<file path="config.mk">
export PLATFORM = sky130hd
export DESIGN_NAME = adc_ad7822_rectifier
export DESIGN_NICKNAME = d
export VERILOG_FILES = /design/src/rtl/adc_ad7822_rectifier.sv
export SDC_FILE = /design/constraint.sdc
export NUM_CORES = 1
export LEC_CHECK = 0
export CORE_MARGIN = 2
export CORE_UTILIZATION = 48
export CTS_CLUSTER_SIZE = 20
export DETAILED_ROUTE_END_ITERATION = 16
export GPL_TIMING_DRIVEN = 0
export PLACE_DENSITY = 0.76
export SYNTH_ARGS = -nofsm -noshare
export SYNTH_HDL_FRONTEND = slang
export SYNTH_SLANG_ARGS = --single-unit
</file>
<file path="constraint.sdc">
create_clock -name i_clock -period 2.25 [get_ports i_clock]
set_clock_uncertainty 0.1 [all_clocks]
set_input_delay 0.225 -clock i_clock [delete_from_list [all_inputs] [get_ports i_clock]]
set_output_delay 0.225 -clock i_clock [all_outputs]
set_load 0.05 [all_outputs]
</file>
<file path="src/rtl/adc_ad7822_rectifier.sv">
// Conversion sequencer for the rectifier board's two AD7822 ADCs (battery current and voltage).
// Starts both converters together, waits for both EOCs, reads both buses and optionally averages.
//
// state   | meaning
// --------+---------------------------------------------------
// IDLE    | strobes high, waiting for a period tick
// CONVST  | convert-start pulse low for CONVST_W cycles
// WAIT    | waiting for both EOC done flags, bounded by TIMEOUT
// READ    | CS/RD low for RD_W cycles, buses captured on last
// ACCUM   | add captured bytes, publish average when complete
module adc_ad7822_rectifier #(
   parameter int SAMPLE_PERIOD = 500,
   parameter int CONVST_W      = 3,
   parameter int RD_W          = 4,
   parameter int TIMEOUT       = 100,
   parameter int AVG_LOG2      = 0
) (
   input  logic       i_clock,
   input  logic       i_reset,
   input  logic       i_enable,
   input  logic       i_clear_err,
   input  logic       i_EOC_I,
   input  logic       i_EOC_V,
   input  logic [7:0] i_data_I,
   input  logic [7:0] i_data_V,
   output logic       o_CONVST,
   output logic       o_CS_n,
   output logic       o_RD_n,
   output logic [7:0] o_Ibat_ADC,
   output logic [7:0] o_Vbat_ADC,
   output logic       o_valid,
   output logic       o_timeout
);

   localparam int PER_W   = (SAMPLE_PERIOD > 1) ? $clog2(SAMPLE_PERIOD) : 1;
   localparam int TMR_MAX = (TIMEOUT > CONVST_W) ? ((TIMEOUT > RD_W) ? TIMEOUT : RD_W)
                                                 : ((CONVST_W > RD_W) ? CONVST_W : RD_W);
   localparam int TMR_W   = $clog2(TMR_MAX + 1);
   localparam int ACC_W   = 8 + AVG_LOG2;
   localparam int CNT_W   = AVG_LOG2 + 1;

   localparam logic [PER_W-1:0] PER_LAST = PER_W'(SAMPLE_PERIOD - 1);
   localparam logic [TMR_W-1:0] TMR_CNV  = TMR_W'(CONVST_W - 1);
   localparam logic [TMR_W-1:0] TMR_TO   = TMR_W'(TIMEOUT - 1);
   localparam logic [TMR_W-1:0] TMR_RD   = TMR_W'(RD_W - 1);
   localparam logic [CNT_W-1:0] AVG_N    = CNT_W'(1) << AVG_LOG2;

   localparam logic [2:0] S_IDLE   = 3'd0;
   localparam logic [2:0] S_CONVST = 3'd1;
   localparam logic [2:0] S_WAIT   = 3'd2;
   localparam logic [2:0] S_READ   = 3'd3;
   localparam logic [2:0] S_ACCUM  = 3'd4;

   logic [2:0]       state_q, state_d;
   logic [PER_W-1:0] per_q, per_d;
   logic [TMR_W-1:0] tmr_q, tmr_d;
   logic [2:0]       sync_i_q, sync_v_q;
   logic             done_i_q, done_i_d, done_v_q, done_v_d;
   logic [7:0]       cap_i_q, cap_i_d, cap_v_q, cap_v_d;
   logic [ACC_W-1:0] acc_i_q, acc_i_d, acc_v_q, acc_v_d;
   logic [ACC_W-1:0] sum_i, sum_v, avg_i, avg_v;
   logic [CNT_W-1:0] cnt_q, cnt_d, cnt_inc;
   logic [7:0]       ibat_q, ibat_d, vbat_q, vbat_d;
   logic             valid_q, valid_d;
   logic             to_q, to_d, to_set;
   logic             convst_q, cs_q, rd_q;
   logic             tick, fall_i, fall_v;

   assign tick   = i_enable && (per_q == PER_LAST);
   // sync[1] is the synchronised level, sync[2] its previous value
   assign fall_i = sync_i_q[2] & ~sync_i_q[1];
   assign fall_v = sync_v_q[2] & ~sync_v_q[1];

   assign sum_i   = acc_i_q + ACC_W'(cap_i_q);
   assign sum_v   = acc_v_q + ACC_W'(cap_v_q);
   assign avg_i   = sum_i >> AVG_LOG2;
   assign avg_v   = sum_v >> AVG_LOG2;
   assign cnt_inc = cnt_q + 1'b1;

   always_comb begin
      per_d = per_q;
      if (!i_enable || per_q == PER_LAST) begin
         per_d = '0;
      end else begin
         per_d = per_q + 1'b1;
      end
   end

   always_comb begin
      state_d  = state_q;
      tmr_d    = tmr_q;
      done_i_d = done_i_q | fall_i;
      done_v_d = done_v_q | fall_v;
      cap_i_d  = cap_i_q;
      cap_v_d  = cap_v_q;
      acc_i_d  = acc_i_q;
      acc_v_d  = acc_v_q;
      cnt_d    = cnt_q;
      ibat_d   = ibat_q;
      vbat_d   = vbat_q;
      valid_d  = 1'b0;
      to_set   = 1'b0;
      case (state_q)
         S_IDLE: begin
            if (tick) begin
               state_d  = S_CONVST;
               tmr_d    = TMR_CNV;
               done_i_d = 1'b0;
               done_v_d = 1'b0;
            end
         end
         S_CONVST: begin
            if (tmr_q == '0) begin
               state_d = S_WAIT;
               tmr_d   = TMR_TO;
            end else begin
               tmr_d = tmr_q - 1'b1;
            end
         end
         S_WAIT: begin
            if (done_i_d && done_v_d) begin
               state_d = S_READ;
               tmr_d   = TMR_RD;
            end else if (tmr_q == '0) begin
               state_d = S_IDLE;
               to_set  = 1'b1;
               acc_i_d = '0;
               acc_v_d = '0;
               cnt_d   = '0;
            end else begin
               tmr_d = tmr_q - 1'b1;
            end
         end
         S_READ: begin
            if (tmr_q == '0) begin
               state_d = S_ACCUM;
               cap_i_d = i_data_I;
               cap_v_d = i_data_V;
            end else begin
               tmr_d = tmr_q - 1'b1;
            end
         end
         S_ACCUM: begin
            state_d = S_IDLE;
            if (cnt_inc == AVG_N) begin
               ibat_d  = avg_i[7:0];
               vbat_d  = avg_v[7:0];
               acc_i_d = '0;
               acc_v_d = '0;
               cnt_d   = '0;
               valid_d = 1'b1;
            end else begin
               acc_i_d = sum_i;
               acc_v_d = sum_v;
               cnt_d   = cnt_inc;
            end
         end
         default: state_d = S_IDLE;
      endcase
      // a timeout raised in the same cycle as a clear request wins
      to_d = to_set | (to_q & ~i_clear_err);
   end

   always_ff @(posedge i_clock or posedge i_reset) begin
      if (i_reset) begin
         state_q  <= S_IDLE;
         per_q    <= '0;
         tmr_q    <= '0;
         sync_i_q <= 3'b111;
         sync_v_q <= 3'b111;
         done_i_q <= 1'b0;
         done_v_q <= 1'b0;
         cap_i_q  <= '0;
         cap_v_q  <= '0;
         acc_i_q  <= '0;
         acc_v_q  <= '0;
         cnt_q    <= '0;
         ibat_q   <= '0;
         vbat_q   <= '0;
         valid_q  <= 1'b0;
         to_q     <= 1'b0;
         convst_q <= 1'b1;
         cs_q     <= 1'b1;
         rd_q     <= 1'b1;
      end else begin
         state_q  <= state_d;
         per_q    <= per_d;
         tmr_q    <= tmr_d;
         sync_i_q <= {sync_i_q[1:0], i_EOC_I};
         sync_v_q <= {sync_v_q[1:0], i_EOC_V};
         done_i_q <= done_i_d;
         done_v_q <= done_v_d;
         cap_i_q  <= cap_i_d;
         cap_v_q  <= cap_v_d;
         acc_i_q  <= acc_i_d;
         acc_v_q  <= acc_v_d;
         cnt_q    <= cnt_d;
         ibat_q   <= ibat_d;
         vbat_q   <= vbat_d;
         valid_q  <= valid_d;
         to_q     <= to_d;
         convst_q <= (state_d != S_CONVST);
         cs_q     <= (state_d != S_READ);
         rd_q     <= (state_d != S_READ);
      end
   end

   assign o_CONVST   = convst_q;
   assign o_CS_n     = cs_q;
   assign o_RD_n     = rd_q;
   assign o_Ibat_ADC = ibat_q;
   assign o_Vbat_ADC = vbat_q;
   assign o_valid    = valid_q;
   assign o_timeout  = to_q;

endmodule

</file>
==> results of run 1 <==
cell type report:
type / instances / share of cell area
flip-flops and latches: 63 / 0.459
multi-input cells: 135 / 0.306
repair buffers: 45 / 0.132
clock buffers: 14 / 0.0471
well taps: 72 / 0.0261
clock inverters: 2 / 0.0112
plain buffers: 6 / 0.0105
inverters: 8 / 0.00869
repair_timing:
item / CTS / global route
setup endpoints to repair: 19 / 12
resized for setup: 1 / 2
pin swaps: 1 / 0
setup buffers: 2 / 0
cloned: 0 / 0
registers in the layout, summed over array words and instances, names as in the netlist:
register and cells:
sync_i_q 3, o_valid 1, o_Vbat_ADC 8, done_i_q 1, per_q 9, sync_v_q 3, o_RD_n 1, o_Ibat_ADC 8
o_timeout 1, cap_i_q 8, tmr_q 7, cap_v_q 8, state_q 3, o_CONVST 1, done_v_q 1
how the worst max path moves through the flow:
stage                                  end  slack [ns]  cells after the start
global route        cap_v_q[3]$_DFFE_PP0P_       0.007                      6
floorplan           cap_i_q[5]$_DFFE_PP0P_        0.13                      5
finish              cap_v_q[3]$_DFFE_PP0P_        0.10                      6
CTS                   tmr_q[6]$_DFFE_PP0P_        0.10                      6
global placement    cap_i_q[4]$_DFFE_PP0P_       -0.67                      2
detailed placement  cap_v_q[7]$_DFFE_PP0P_       -0.13                      5
logic make-up after synthesis:
family,count (synthesis),share of synthesized area
flops,63,0.588
mux,34,0.154
compound gates,22,0.0575
xor+xnor,8,0.0260
simple gates,68,0.135
buf+inv,15,0.0255
fa+ha+maj,3,0.0139
layer usage:
metal	vias up	GRT usage
li1	844	-
met1	853	0.222
met2	41	0.256
met3	5	0.0580
met4	0	0.0776
met5	-	0
report_power, final:
part,switching [W],leakage [nW],internal (W)
clock,0.000402,0.101,0.000576
combinational,0.0000359,0.662,0.0000566
sequential,0.0000142,0.792,0.00116
critical path, cell delays in order, from the launching register on:
cell	delay, ns
dfrtp_1	0.44
or3_4	0.44
nor4b_4	0.24
buf_4	0.17
nand3_4	0.14
buf_6	0.21
mux2_4	0.30
metrics by stage:
step,area [um2],total power [W]
after floorplan,2700,0.00123
after global placement,3210,0.00128
after detailed placement,3230,0.00129
after CTS,3440,0.00228
after global routing,3460,0.00234
final,3460,0.00225
layout by cell type, fill, tap and decap left out, drive strengths merged, types with 2 or more instances in the layout:
cell            n
and2            2
nand3           7
dfstp           8
ha              3
a21o            3
xnor2           7
a21oi           4
a22o            2
nand2          12
nor2           26
dfrtp          55
mux2           33
o21ai           3
nand2b          2
clkbuf         16
clkdlybuf4s50  42
inv             8
nor3            3
nor2b           5
a211oi          3
buf             7
==> summary.md, run 1 <==
| Metric | Value |
|---|---|
| Largest net degree at the start of global routing | `38` |
| Core area | `5470 um2` |
| CTS root buf | `clkbuf_8` |
| Reg clk slew, reported paths | `0.07 ns` |
| Synth top area share | `0.510` |
| Port bufs | `42` |
| R2R depth | `6` |
| Initial antenna violation count | `0` |
| Total CTS buffers | `9` |
| Setup TNS Final | `0 ns` |
| Wire length on met1 | `2140 um` |
| Die height | `79.0 um` |
| WL final | `4640 um` |
| Status | `complete, no violations` |
| HPWL after detailed placement | `3140 um` |
| Clk_lat worst skew | `0.33 ns` |
| Total Routing Usage GR | `0.170` |
| Synth cell types | `45` |
| Min-Delay Path Class | `primary input to asynchronous set/reset pin` |
| Die ar. | `6230 um2` |
| Endpoints failing setup | `0` |
| CP Launch Point | `tmr_q[2]$_DFFE_PP0P_` |
| Total gr overflow | `0` |
| Top Ports | `43` |
| Synth area leader | `dfrtp_1` |
| CP max FO | `10` |
| Top FF cell, synth | `dfrtp_1` |
| Worst Hold Slack | `0.175 ns` |
| Pre-CTS setup slack | `-0.130 ns` |
| Cells after DPL | `328` |
| H-tree levels | `3` |
| Fillers | `441` |
| Sequential area share after synthesis | `0.588` |
| Tightest Pin Transition | `0.579 ns` |
| R2r endpoint | `cap_v_q[3]$_DFFE_PP0P_` |
| CP Class | `flip-flop to flip-flop` |
| Synth warnings | `0` |
| Synth top area cells | `dfrtp_1, mux2_2, dfstp_2` |
| Vias/cell | `5.05` |
| Post-synth EDFFs | `0` |
| Final Cycle Share | `0.954` |
| Vias | `1743` |
| Final Hold Vio Count | `0` |
| Site Rows | `27` |
| Clk buf depth | `2` |
| Highest routed layer | `met4` |
| Slew margin rel. | `0.613` |
| #FFs+latches synth | `63` |
| First-pass GRT wire length | `8160 um` |
| Top cells by count, synth | `dfrtp_1, nor2_1, mux2_2, nand2_1, mux2_4` |
| Register area | `1590 um2` |
| Clock Sinks | `63` |
| CP Data Required Time | `2.36 ns` |
| Period minus WS final | `2.15 ns` |
| Wire length on met3 | `219 um` |
| Post-synth ARST share | `1.00` |
| Worst r2r src | `tmr_q[2]$_DFFE_PP0P_` |
| Area Growth Syn to Fin | `28.2%` |
| Initial Util | `0.493` |
| Max Slew Vio Count | `0` |
| Post-synthesis cell count | `213` |
| N_diodes | `0` |
| DR iter-0 viols | `76` |
| PD cells | `650 nW/um2` |
| Worst R2R Setup Slack | `0.10 ns` |
| Fin cells | `345` |
| Critical path launch point type | `flip-flop` |
| CTS tree | `yes` |
| Die span in x | `79.0 um` |
| Multi-input combinational cell area | `1060 um2` |
| Final net count | `293` |
| ANT nets after route | `0` |
| Post-synthesis average cell area | `12.7 um2` |
| Post-layout util | `0.631` |
| Gpl congestion | `0.788` |
| WP data arrival | `2.26 ns` |
| Worst Slack Setup Final | `0.104 ns` |
| Mapped cell area | `2700 um2` |
| Most frequent cell after synthesis | `dfrtp_1` |
| Avg WL per Cell | `13.4 um` |
| Drt pass-1 iters | `4` |
| Met2 routed WL | `2210 um` |
| Unrepaired setup endpoints after global routing | `false` |
| Peak supply drop | `0.000465 V` |
| Fmax achieved | `0.466 GHz` |
| Syn_nets | `238` |
| Hold Buf Count CTS | `0` |
| CP Capture Type | `flip-flop` |
| Vias in the first global route | `1784` |
| Leak | `1.56 nW` |
| Layout cells sized above 1 | `0.249` |
| Max cap viols | `0` |
| DRC | `0` |
Note: power is estimated with default switching activity, not from simulation.
==> run 2: changes to the inputs <==
--- a/config.mk
+++ b/config.mk
@@ -5,12 +5,14 @@
 export SDC_FILE = /design/constraint.sdc
 export NUM_CORES = 1
 export LEC_CHECK = 0
+export CELL_PAD_IN_SITES_DETAIL_PLACEMENT = 0
+export CELL_PAD_IN_SITES_GLOBAL_PLACEMENT = 1
 export CORE_MARGIN = 2
-export CORE_UTILIZATION = 48
+export CORE_UTILIZATION = 38
 export CTS_CLUSTER_SIZE = 20
 export DETAILED_ROUTE_END_ITERATION = 16
 export GPL_TIMING_DRIVEN = 0
-export PLACE_DENSITY = 0.76
+export PLACE_DENSITY_LB_ADDON = 0.1
 export SYNTH_ARGS = -nofsm -noshare
 export SYNTH_HDL_FRONTEND = slang
 export SYNTH_SLANG_ARGS = --single-unit
==> summary.md, run 2 (synthesis gave the netlist of run 1 again) <==
| Metric | Value |
|---|---|
| DR iter-0 viols | `26 (was 76)` |
| Initial Util | `0.395 (was 0.493)` |
| Most common cell after layout, fill and taps aside | `dfrtp_1 (unchanged)` |
| Clk_lat worst skew | `0.33 ns (about the same)` |
| Gpl congestion | `0.778 (was 0.788)` |
| Worst r2r src | `tmr_q[2]$_DFFE_PP0P_ (unchanged)` |
| Drt pass-1 iters | `4 (unchanged)` |
| Status | `complete, no violations (unchanged)` |
| Period minus WS final | `2.15 ns (about the same)` |
| Max Slew Vio Count | `0 (unchanged)` |
| Min-Delay Path Class | `primary input to asynchronous set/reset pin (unchanged)` |
| CTS tree | `yes (unchanged)` |
| Top Ports | `43 (unchanged)` |
| Fillers | `631 (was 441)` |
| Critical path launch point type | `flip-flop (unchanged)` |
| N_diodes | `0 (unchanged)` |
| Unrepaired setup endpoints after global routing | `false (unchanged)` |
| HPWL after detailed placement | `3300 um (was 3140 um)` |
| Core area | `6830 um2 (was 5470 um2)` |
| CTS root buf | `clkbuf_8 (unchanged)` |
| Total gr overflow | `0 (unchanged)` |
| CP Data Required Time | `2.37 ns (was 2.36 ns)` |
| Final Cycle Share | `0.954 (about the same)` |
| WP data arrival | `2.26 ns (about the same)` |
| CP Capture Type | `flip-flop (unchanged)` |
| Slew margin rel. | `0.570 (was 0.613)` |
| ANT nets after route | `0 (unchanged)` |
| First-pass GRT wire length | `8560 um (was 8160 um)` |
| Fmax achieved | `0.466 GHz (about the same)` |
| Flop pwr share | `0.525 (was 0.524)` |
| Site Rows | `30 (was 27)` |
| Avg WL per Cell | `13.3 um (was 13.4 um)` |
| Layout cells sized above 1 | `0.259 (was 0.249)` |
| Comb pwr share | `0.041 (about the same)` |
| Die height | `88.2 um (was 79.0 um)` |
| Max reg flops | `9 (unchanged)` |
| Worst R2R Setup Slack | `0.10 ns (about the same)` |
| Clock Sinks | `63 (unchanged)` |
| PD cells | `643 nW/um2 (was 650 nW/um2)` |
| Clk buf depth | `2 (unchanged)` |
| H-tree levels | `3 (unchanged)` |
| Vias in the first global route | `1775 (was 1784)` |
| Endpoints failing setup | `0 (unchanged)` |
| Largest net degree at the start of global routing | `35 (was 38)` |
| DRC | `0 (unchanged)` |
| Worst Hold Slack | `0.193 ns (was 0.175 ns)` |
| Die ar. | `7790 um2 (was 6230 um2)` |
| Most frequent cells in the layout | `dfrtp_1, clkdlybuf4s50_1, nor2_1 (unchanged)` |
| Total Routing Usage GR | `0.146 (was 0.170)` |
| Pint | `0.00174 W (was 0.00179 W)` |
| P_sw | `0.000501 W (was 0.000452 W)` |
| Clock power frac | `0.434 (was 0.435)` |
| Final net count | `294 (was 293)` |
| R2R depth | `6 (unchanged)` |
| WL final | `4910 um (was 4640 um)` |
| R2r endpoint | `cap_v_q[1]$_DFFE_PP0P_ (was cap_v_q[3]$_DFFE_PP0P_)` |
| Tightest Pin Transition | `0.643 ns (was 0.579 ns)` |
| Max cap viols | `0 (unchanged)` |
| Peak supply drop | `0.000339 V (was 0.000465 V)` |
| Fin cells | `370 (was 345)` |
| Leak | `1.56 nW (about the same)` |
| CP Class | `flip-flop to flip-flop (unchanged)` |
| Cells after DPL | `352 (was 328)` |
| Total CTS buffers | `9 (unchanged)` |
| Vias | `1726 (was 1743)` |
| Hold Buf Count CTS | `0 (unchanged)` |
| Switch share | `0.224 (was 0.201)` |
| CP max FO | `10 (unchanged)` |
| Final Hold Vio Count | `0 (unchanged)` |
| Vias/cell | `4.66 (was 5.05)` |
| Die span in x | `88.2 um (was 79.0 um)` |
| Area Growth Syn to Fin | `29.0% (was 28.2%)` |
| Initial antenna violation count | `0 (unchanged)` |
| Register with the most flip-flops | `per_q (unchanged)` |
| Reg clk slew, reported paths | `0.07 ns (about the same)` |
| Port bufs | `42 (unchanged)` |
[run 2: changes by cell type in the layout (fill, tap and decap cells not counted), sizes merged]
cell | previous run | this run
inv | 8 | 9
clkbuf | 16 | 12
buf | 7 | 8
clkinv | 1 | 4
[run 2: power by group through the flow]
stage,Sequential (W),Combinational (W),Clock (W)
after floorplan,0.00119,0.0000435,0
after global placement,0.00120,0.0000899,0
after detailed placement,0.00120,0.0000955,0
after CTS,0.00117,0.0000957,0.00101
after global routing,0.00118,0.000104,0.00107
final,0.00117,0.0000922,0.000971
[run 2: layout make-up]
type                       count  area [um2]  area share
timing repair buffer          46         463       0.133
clock buffer                  10         128      0.0367
inverter                       8        30.0     0.00863
tap                           96         120      0.0345
clock inverter                 6        70.1      0.0201
buffer                         6        36.3      0.0104
sequential                    63        1590       0.456
multi-input combinational    135        1050       0.301
[run 2: how the worst max path moves through the flow]
stage / from / to / slack [ns] / cells after the start
floorplan: tmr_q[2]$_DFFE_PP0P_ / cap_i_q[5]$_DFFE_PP0P_ / 0.13 / 5
global placement: i_reset / tmr_q[4]$_DFFE_PP0P_ / -0.81 / 2
detailed placement: tmr_q[2]$_DFFE_PP0P_ / cap_i_q[7]$_DFFE_PP0P_ / -0.18 / 5
CTS: state_q[2]$_DFF_PP0_ / o_Vbat_ADC[1]$_DFFE_PP0P_ / 0.02 / 5
global route: tmr_q[2]$_DFFE_PP0P_ / cap_v_q[1]$_DFFE_PP0P_ / 0.03 / 6
finish: tmr_q[2]$_DFFE_PP0P_ / cap_v_q[1]$_DFFE_PP0P_ / 0.10 / 6
[run 2: repair_timing]
item                                    4_1_cts  5_1_grt
endpoints found under the setup margin       20       10
pin swaps                                     1        0
gates resized for setup                       1        1
setup buffers                                 3        0
[run 2: layer usage]
layer | global-route usage | part of all wire | vias to the layer above
li1 | - | - | 846
met1 | 0.198 | 0.48 | 842
met2 | 0.206 | 0.46 | 38
met3 | 0.0746 | 0.063 | 0
met4 | 0.0413 | 0 | 0
met5 | 0 | 0 | -
[run 2: critical path, cell delays in order, from the launching register on]
cell and delay [ns]:
dfrtp_1 0.44, or3_4 0.44, nor4b_4 0.22, buf_4 0.18, nand3_4 0.14, buf_6 0.21
mux2_4 0.30
[run 2: through the flow]
stage	power (W)	cell area, um2	worst slack [ns]	setup TNS (ns)	utilization
floorplan	0.00123	2700	0.125	0	-
global placement	0.00129	3240	-0.807	-49.47	0.474
detailed placement	0.00129	3260	-0.184	-3.25	0.477
CTS	0.00228	3480	0.0182	0	0.509
global route	0.00236	3480	0.0339	0	0.509
finish	0.00224	3480	0.105	0	0.509
==> run 3: changes to the inputs <==
--- a/config.mk
+++ b/config.mk
@@ -8,11 +8,13 @@
 export CELL_PAD_IN_SITES_DETAIL_PLACEMENT = 0
 export CELL_PAD_IN_SITES_GLOBAL_PLACEMENT = 1
 export CORE_MARGIN = 2
-export CORE_UTILIZATION = 38
+export CORE_UTILIZATION = 43
+export CTS_BUF_LIST = sky130_fd_sc_hd__clkbuf_8 sky130_fd_sc_hd__clkbuf_16
 export CTS_CLUSTER_SIZE = 20
 export DETAILED_ROUTE_END_ITERATION = 16
 export GPL_TIMING_DRIVEN = 0
 export PLACE_DENSITY_LB_ADDON = 0.1
+export SLEW_MARGIN = 20
 export SYNTH_ARGS = -nofsm -noshare
 export SYNTH_HDL_FRONTEND = slang
 export SYNTH_SLANG_ARGS = --single-unit
==> constraint.sdc (replaced) <==
create_clock -name i_clock -period 2.05 [get_ports i_clock]
set_clock_uncertainty 0.1 [all_clocks]
set_input_delay 0.205 -clock i_clock [delete_from_list [all_inputs] [get_ports i_clock]]
set_output_delay 0.205 -clock i_clock [all_outputs]
set_load 0.05 [all_outputs]
==> summary.md, run 3 (synthesis gave the netlist of run 1 again) <==
| Metric | Value |
|---|---|
| Hold Buf Count CTS | `0 (unchanged)` |
| Endpoints failing setup | `0 (unchanged)` |
| Total power | `0.00243 W (was 0.00224 W)` |
| Worst path bufs/invs | `2 (unchanged)` |
| Final Cycle Share | `0.997 (was 0.954)` |
| Max reg flops | `9 (unchanged)` |
| N_diodes | `0 (unchanged)` |
| Total Routing Usage GR | `0.158 (was 0.146)` |
| Fin cells | `355 (was 370)` |
| Total gr overflow | `0 (unchanged)` |
| Crit path largest cell delay | `0.41 ns (was 0.44 ns)` |
| Die height | `83.2 um (was 88.2 um)` |
| HPWL after detailed placement | `3260 um (was 3300 um)` |
| Fmax achieved | `0.489 GHz (was 0.466 GHz)` |
| Tightest Pin Transition | `0.536 ns (was 0.643 ns)` |
| WL final | `4890 um (was 4910 um)` |
| Die ar. | `6920 um2 (was 7790 um2)` |
| Critical-path cell list | `or3_4, nor4b_4, buf_4, nand3_4, clkbuf_16, mux2_4 (was or3_4, nor4b_4, buf_4, nand3_4, buf_6, mux2_4)` |
| CP Data Required Time | `2.17 ns (was 2.37 ns)` |
| ANT nets after route | `0 (unchanged)` |
| Die span in x | `83.2 um (was 88.2 um)` |
| Clk buf depth | `2 (unchanged)` |
| DRC | `0 (unchanged)` |
| Most common cell after layout, fill and taps aside | `dfrtp_1 (unchanged)` |
| Largest net degree at the start of global routing | `52 (was 35)` |
| CTS tree | `yes (unchanged)` |
| Worst Hold Slack | `0.0328 ns (was 0.193 ns)` |
| Most frequent cells in the layout | `dfrtp_1, clkdlybuf4s50_1, nor2_1 (unchanged)` |
| Slew margin rel. | `0.643 (was 0.570)` |
| CP Capture Type | `flip-flop (unchanged)` |
| Crit-path slowest cell | `or3_4 (was dfrtp_1)` |
| Initial antenna violation count | `0 (unchanged)` |
| DR iter-0 viols | `64 (was 26)` |
| CP max FO | `5 (was 10)` |
| Final Hold Vio Count | `0 (unchanged)` |
| Clock Sinks | `63 (unchanged)` |
| Total CTS buffers | `9 (unchanged)` |
| Vias in the first global route | `1819 (was 1775)` |
| Unrepaired setup endpoints after global routing | `true (was false)` |
| Avg WL per Cell | `13.8 um (was 13.3 um)` |
| Final net count | `300 (was 294)` |
| Reg clk slew, reported paths | `0.07 ns (about the same)` |
| Min-Delay Path Class | `primary input to asynchronous set/reset pin (unchanged)` |
| Register with the most flip-flops | `per_q (unchanged)` |
| Peak supply drop | `0.000383 V (was 0.000339 V)` |
| Critical path launch point type | `flip-flop (unchanged)` |
| PD cells | `679 nW/um2 (was 643 nW/um2)` |
| Area Growth Syn to Fin | `32.6% (was 29.0%)` |
| Layout cells sized above 1 | `0.296 (was 0.259)` |
| Vias/cell | `4.90 (was 4.66)` |
| Leak | `1.61 nW (was 1.56 nW)` |
| First-pass GRT wire length | `8650 um (was 8560 um)` |
| Post-Layout Inst Area | `3570 um2 (was 3480 um2)` |
| Post-DP Area | `3240 um2 (was 3260 um2)` |
| Initial Util | `0.450 (was 0.395)` |
| H-tree levels | `3 (unchanged)` |
| Gpl congestion | `0.705 (was 0.778)` |
| Vias | `1738 (was 1726)` |
| Port bufs | `42 (unchanged)` |
| WP data arrival | `2.16 ns (was 2.26 ns)` |
| Clk_lat worst skew | `0.34 ns (was 0.33 ns)` |
| CP Class | `flip-flop to flip-flop (unchanged)` |
| Max Slew Vio Count | `0 (unchanged)` |
| CTS root buf | `clkbuf_8 (unchanged)` |
| Max cap viols | `0 (unchanged)` |
| Worst R2R Setup Slack | `0.006 ns (was 0.10 ns)` |
| Period minus WS final | `2.04 ns (was 2.15 ns)` |
| Crit-path leading delay family | `simple AND/OR/NAND/NOR gates (unchanged)` |
| Core area | `5990 um2 (was 6830 um2)` |
| Site Rows | `28 (was 30)` |
| Cells after DPL | `331 (was 352)` |
| Drt pass-1 iters | `4 (unchanged)` |
| Status | `complete, no violations (unchanged)` |
| Top Ports | `43 (unchanged)` |
==> run 3: changes by cell type in the layout (fill, tap and decap cells not counted), moves of 2 or more <==
cell / change
inv_1: +2
o21ai_0: -2
o21ai_1: +2
ha_1: -2
clkinv_4: -3
buf_4: +4
==> run 3: final cells by class <==
class	instances	area (um2)
clock inverters	6	55.1
clock buffers	10	138
inverters	8	32.5
flip-flops and latches	63	1590
repair buffers	52	536
plain buffers	6	45.0
well taps	75	93.8
multi-input cells	135	1090
fillers	499	2420
==> run 3: worst register-to-register path: cells and delay by family (launching register included) <==
family	cells	cell delay, ns
AND/OR/NAND/NOR	3	0.78
buffers and inverters	2	0.38
multiplexers	1	0.29
flip-flops	1	0.38
==> run 3: worst paths after layout <==
kind | start | end | cells after the start
setup / recovery | tmr_q[4]$_DFFE_PP0P_ | cap_v_q[7]$_DFFE_PP0P_ | 6
max in group asynchronous | i_reset | o_RD_n$_DFF_PP1_ | 3
hold reg to reg | sync_v_q[0]$_DFF_PP1_ | sync_v_q[1]$_DFF_PP1_ | 0
min in group i_clock | i_EOC_I | sync_i_q[0]$_DFF_PP1_ | 1
setup reg to reg | tmr_q[4]$_DFFE_PP0P_ | cap_v_q[7]$_DFFE_PP0P_ | 6
hold / removal | i_reset | tmr_q[2]$_DFFE_PP0P_ | 2
==> run 3: report_power, final <==
group	total, W	internal [W]	switching (W)
clock network	0.00103	0.000581	0.000452
logic	0.000104	0.0000643	0.0000398
registers	0.00129	0.00127	0.0000156
total	0.00243	0.00192	0.000507
==> run 3: timing repair <==
item | 4_1_cts | 5_1_grt
setup buffers | 6 | 2
endpoints found under the hold margin | 0 | 0
setup endpoints to repair | 29 | 33
cloned | 0 | 1
pin swaps | 3 | 1
gates resized for setup | 7 | 10
==> run 3: layer usage <==
layer / up-vias / GRT usage / part of all wire
met5: - / 0 / 0
met4: 0 / 0.0537 / 0.013
met3: 6 / 0.0755 / 0.062
met2: 34 / 0.235 / 0.47
met1: 841 / 0.205 / 0.45
li1: 857 / - / -
==> run 3: through the flow <==
step | worst slack [ns] | TNS [ns] | util
3_3_place_gp | -0.942 | -60.74 | 0.537
4_1_cts | -0.0316 | -0.294 | 0.583
5_1_grt | -0.0649 | -0.542 | 0.597
3_5_place_dp | -0.298 | -6.02 | 0.542
6_report | 0.00612 | 0 | 0.597
2_1_floorplan | -0.0255 | -0.229 | -
